File: config.mk
export PLATFORM = sky130hd
export DESIGN_NAME = vedic_mac_accum
export DESIGN_NICKNAME = d
export VERILOG_FILES = /design/src/rtl/vedic_mac_pkg.sv /design/src/rtl/vedic_sat_add.sv /design/src/rtl/vedic_mac_accum.sv
export SDC_FILE = /design/constraint.sdc
export NUM_CORES = 1
export LEC_CHECK = 0
export ABC_AREA = 1
export CORE_MARGIN = 2
export CORE_UTILIZATION = 57
export DETAILED_ROUTE_END_ITERATION = 8
export HOLD_SLACK_MARGIN = 0.05
export PLACE_DENSITY = 0.88
export SYNTH_ARGS = -nofsm -noshare
export SYNTH_HDL_FRONTEND = slang
export SYNTH_SLANG_ARGS = --single-unit
File: constraint.sdc
create_clock -name clk -period 3.05 [get_ports clk]
set_input_delay 0.61 -clock clk [delete_from_list [all_inputs] [get_ports clk]]
set_output_delay 0.61 -clock clk [all_outputs]
set_load 0.01 [all_outputs]
File: src/rtl/vedic_mac_pkg.sv
// Shared widths and FSM state encoding for the Vedic MAC accumulator.
// Imported by vedic_sat_add and vedic_mac_accum.
package vedic_mac_pkg;

    localparam int ACC_W  = 16;
    localparam int PROD_W = 8;
    localparam int CNT_W  = 10;

    typedef enum logic [1:0] {
        S_ACC = 2'd0,
        S_LO  = 2'd1,
        S_HI  = 2'd2
    } mac_state_t;

endpackage

File: src/rtl/vedic_sat_add.sv
// 16-bit + 8-bit unsigned adder with overflow flag.
// Ports: a (accumulator), b (product), sum, ovf (carry out of bit 15).
// VEDIC_MAC_SAT_EN: defined -> sum clamps at 16'hFFFF, else wraps.
module vedic_sat_add
    import vedic_mac_pkg::*;
(
    input  logic [ACC_W-1:0]  a,
    input  logic [PROD_W-1:0] b,
    output logic [ACC_W-1:0]  sum,
    output logic              ovf
);

    logic [ACC_W:0] full;

    assign full = {1'b0, a} + {{(ACC_W-PROD_W+1){1'b0}}, b};
    assign ovf  = full[ACC_W];

`ifdef VEDIC_MAC_SAT_EN
    assign sum = ovf ? {ACC_W{1'b1}} : full[ACC_W-1:0];
`else
    assign sum = full[ACC_W-1:0];
`endif

endmodule

File: src/rtl/vedic_mac_accum.sv
// Sums N_TERMS multiplier products, then streams the 16-bit sum as
// two bytes (low first). Ports: clk, rst (async high), in_valid/
// in_ready/in_prod, clear, out_valid/out_ready/out_byte/out_last,
// term_cnt, sat. VEDIC_MAC_SAT_EN selects saturating accumulation.
module vedic_mac_accum
    import vedic_mac_pkg::*;
#(
    parameter int N_TERMS = 4
) (
    input  logic              clk,
    input  logic              rst,
    input  logic              in_valid,
    output logic              in_ready,
    input  logic [PROD_W-1:0] in_prod,
    input  logic              clear,
    output logic              out_valid,
    input  logic              out_ready,
    output logic [7:0]        out_byte,
    output logic              out_last,
    output logic [CNT_W-1:0]  term_cnt,
    output logic              sat
);

    localparam logic [CNT_W-1:0] LAST = CNT_W'(N_TERMS);

    mac_state_t        state;
    logic [ACC_W-1:0]  acc;
    logic [ACC_W-1:0]  sum;
    logic              ovf;
    logic [CNT_W-1:0]  cnt_nxt;
    logic              accept;
    logic              done;

    vedic_sat_add u_add (
        .a   (acc),
        .b   (in_prod),
        .sum (sum),
        .ovf (ovf)
    );

    assign cnt_nxt = term_cnt + {{(CNT_W-1){1'b0}}, 1'b1};
    assign accept  = !clear && in_valid && (state == S_ACC);
    // Window ends after the high byte is taken.
    assign done    = !clear && out_ready && (state == S_HI);

    always_ff @(posedge clk or posedge rst) begin
        if (rst) begin
            state    <= S_ACC;
            acc      <= '0;
            term_cnt <= '0;
        end else if (clear) begin
            state    <= S_ACC;
            acc      <= '0;
            term_cnt <= '0;
        end else begin
            unique case (state)
                S_ACC: begin
                    if (in_valid) begin
                        acc      <= sum;
                        term_cnt <= cnt_nxt;
                        if (cnt_nxt == LAST)
                            state <= S_LO;
                    end
                end
                S_LO: begin
                    if (out_ready)
                        state <= S_HI;
                end
                S_HI: begin
                    if (out_ready) begin
                        state    <= S_ACC;
                        acc      <= '0;
                        term_cnt <= '0;
                    end
                end
                default: state <= S_ACC;
            endcase
        end
    end

`ifdef VEDIC_MAC_SAT_EN
    logic sat_q;

    // Sticky for the whole window, including both output bytes.
    always_ff @(posedge clk or posedge rst) begin
        if (rst)
            sat_q <= 1'b0;
        else if (clear || done)
            sat_q <= 1'b0;
        else if (accept && ovf)
            sat_q <= 1'b1;
    end

    assign sat = sat_q;
`else
    logic unused_ovf;
    logic unused_done;

    assign unused_ovf  = ovf;
    assign unused_done = done ^ accept;
    assign sat         = 1'b0;
`endif

    always_comb begin
        in_ready  = 1'b0;
        out_valid = 1'b0;
        out_byte  = 8'h00;
        out_last  = 1'b0;
        unique case (state)
            S_ACC: in_ready = 1'b1;
            S_LO: begin
                out_valid = 1'b1;
                out_byte  = acc[7:0];
            end
            S_HI: begin
                out_valid = 1'b1;
                out_byte  = acc[15:8];
                out_last  = 1'b1;
            end
            default: in_ready = 1'b0;
        endcase
    end

endmodule

==> metrics.txt <==
slowest cell on the critical path clkdlybuf4s50_1; n_diodes 0; DR vias ~2000; dpl ws about 0.33 ns; initial antenna violation count 0; WP data arrival around 2.1 ns; Cell Area, Placed about 2400 µm²; CTS tree built; CP bufs+invs 2; P_leak 0.001172 µW; DIE HEIGHT around 64 µm; Core Region roughly 3400 µm²; syn_nets around 320; GP Congestion 0.8804; commonest cells after routing, fill and taps aside nand2_1 (91), inv_1 (40), clkdlybuf4s50_1 (33), dfrtp_1 (28), nor2_1 (27); Pre-antenna DRT Iters 4; critical path cell sequence inv_1 > ha_1 > nand2_1 > a21oi_1 > clkdlybuf4s50_1; DP HPWL around 3600 µm; area of the die a little over 4000 µm²; gate count of the mapped netlist slightly below 300; Comb power frac 0.568; total global routing overflow 0; DRT antenna net count 0; Port Buf Inserts 33; sequential share of the synthesized area 0.3417; max-cap viol count 0; period utilization 0.8924; Setup Viol. Count Final 0; Sink Count 28; Worst VDD drop 0.5671 mV; unrepaired setup endpoints after global routing false; proportion of power drawn by the clock network 0.096; Syn-to-layout area delta 18.97%; Crit Path Category reg2out; num rows 21; outcome finished clean; Layout Cell Area excl Fill 2440 µm²; Layout Skew 0.008344 ns; P_int about 840 µW; first-pass GRT wire length 7990 µm; register share of total power 0.336; CP Launch Type flip-flop; number of global-route vias before repair approximately 1800; PD cells ~650 nW/µm²; fin. max-slew vios 0; H-tree Lvls 1; Clk Tree Root Cell clkbuf_4; sw power 729.8 µW; Reg-to-Reg Start state[0]$_DFFE_PP0P_; Vias/cell between 5 and 6; setup ws final 0.3282 ns; DRC violations left 0; Skew-Pair Late Insertion Delay about 0.32 ns; clock-pin transition on the worst setup and hold timing paths around 0.15 ns; synthesized area slightly above 2000 µm²; Crit path required time about 2.4 ns; Reg2Reg Depth 14; # resized after CTS 0; largest net degree at the start of global routing 29; die span in x 63.98 µm; Initial Util 0.6050; Routed WL per cell around 13 µm; Yosys reg bits 28; f_max roughly 0.37 GHz; Worst path max stage delay 0.57 ns; Sum Neg Setup Slack 0 ns; IO Pins 35; crit-path max FO 11; FF-to-FF End acc[12]$_DFFE_PP0P_; Synth warnings 0; delay-heaviest family, CP buffers and inverters; Util after Layout 0.7198; commonest non-fill, non-tap cell in the layout nand2_1; reg2reg setup slack 0.84 ns; worst min path class reg2reg; Mapped Avg Cell Area roughly 7.0 µm²; WHS 0.5305 ns; Hold Violations, Final 0; setup bufs post-CTS 0; CTS buffer count 3; final wirelength 4675 µm; Yosys cell types 34; Hold Path Sink state[1]$_DFFE_PP0P_; minimum clock period 2.722 ns; total global-route track usage 0.2437; hold path depth 2; detailed router's first-iteration violation count 124; layout net count 357; Sw Ratio 0.4637; crit end category primary output; # hold bufs at CTS 0; layout cells sized above 1 0.06098; worst hold path startpoint state[1]$_DFFE_PP0P_; Clock Tree Buf Depth 2
[layer usage]
metal | wire (µm) | vias up | GRT usage
met5 | 0 | - | 0
met4 | 45 | 0 | 0.07337
met3 | 275 | 6 | 0.02641
met2 | 2207 | 68 | 0.4023
met1 | 2146 | 937 | 0.3367
li1 | - | 1015 | -
[power by group through the flow]
stage	sequential, µW	combinational [µW]	clock [µW]
5_1_grt	540	1010	169
3_5_place_dp	536	888	0
6_report	529	894	151
4_1_cts	528	897	156
3_3_place_gp	532	869	0
2_1_floorplan	516	630	0
[per-stage QoR]
stage / instances / total power [µW]
after detailed placement: 371 / 1424
final: 374 / 1574
after global routing: 374 / 1718
after floorplan: 295 / 1147
after CTS: 374 / 1581
after global placement: 371 / 1401
[worst min-delay path, delay by kind of cell (launching register included)]
family	cells	cell delay, ns
and+or+nand+nor	2	0.12
DFF	1	0.40
[logic make-up (layout without fill, tap and decap cells)]
logic type      after synthesis  count (layout)  synth area share
simple gates                150             150            0.3118
fa+ha+maj                    14              14           0.08908
buf+inv                      50              83            0.1019
compound gates               50              50            0.1452
other cells                   1               1          0.001829
flops                        28              28            0.3417
xor+xnor                      2               2          0.008543
[worst max-delay path by stage]
stage,cells past startpoint,start,end
after global routing,5,state[0]$_DFFE_PP0P_,out_byte[7]
after CTS,5,state[0]$_DFFE_PP0P_,out_byte[4]
after detailed placement,14,in_prod[0],acc[12]$_DFFE_PP0P_
after global placement,14,in_prod[0],acc[12]$_DFFE_PP0P_
final,5,state[0]$_DFFE_PP0P_,out_byte[4]
after floorplan,13,in_prod[0],acc[12]$_DFFE_PP0P_
[cell type report]
class	count	area, µm²
fillers	287	949.7
well taps	46	57.56
flip-flops and latches	28	700.7
clock buffers	3	22.52
repair buffers	36	352.8
inverters	44	165.2
multi-input cells	217	1141
[state kept, by name, indices dropped and copies added (netlist names)]
name	count
term_cnt	10
state	2
acc	16
[cell usage after synthesis]
| cell | n | share of area |
|---|---|---|
| fa_1 | 1 | 0.0098 |
| clkbuf_1 | 1 | 0.0018 |
| xor2_1 | 2 | 0.0085 |
| o32ai_2 | 1 | 0.0079 |
| a211oi_1 | 1 | 0.0037 |
| nand4_1 | 3 | 0.0092 |
| o21ai_1 | 6 | 0.015 |
| nor3b_2 | 1 | 0.0061 |
| ha_1 | 13 | 0.079 |
| dfrtp_1 | 28 | 0.34 |
| a21boi_0 | 1 | 0.0037 |
| conb_1 | 1 | 0.0018 |
| o22ai_1 | 7 | 0.021 |
| nor2_4 | 1 | 0.0055 |
| o21bai_2 | 1 | 0.0055 |
| inv_2 | 4 | 0.0073 |
| nand4_2 | 1 | 0.0061 |
| a21o_1 | 1 | 0.0037 |
| buf_2 | 2 | 0.0049 |
| nand3_1 | 18 | 0.044 |
| inv_1 | 40 | 0.073 |
| nor2_1 | 27 | 0.049 |
| and3_4 | 1 | 0.0055 |
| nand2_2 | 1 | 0.0031 |
| nor2_2 | 3 | 0.0092 |
| buf_4 | 1 | 0.0037 |
| nand2_1 | 91 | 0.17 |
| nor3_1 | 3 | 0.0073 |
| o21ai_0 | 9 | 0.022 |
| o21bai_1 | 2 | 0.0073 |
| a32o_1 | 1 | 0.0049 |
| a21oi_1 | 17 | 0.041 |
| a31oi_1 | 3 | 0.0092 |
| buf_6 | 2 | 0.011 |
(Power assumes the default switching activity.)
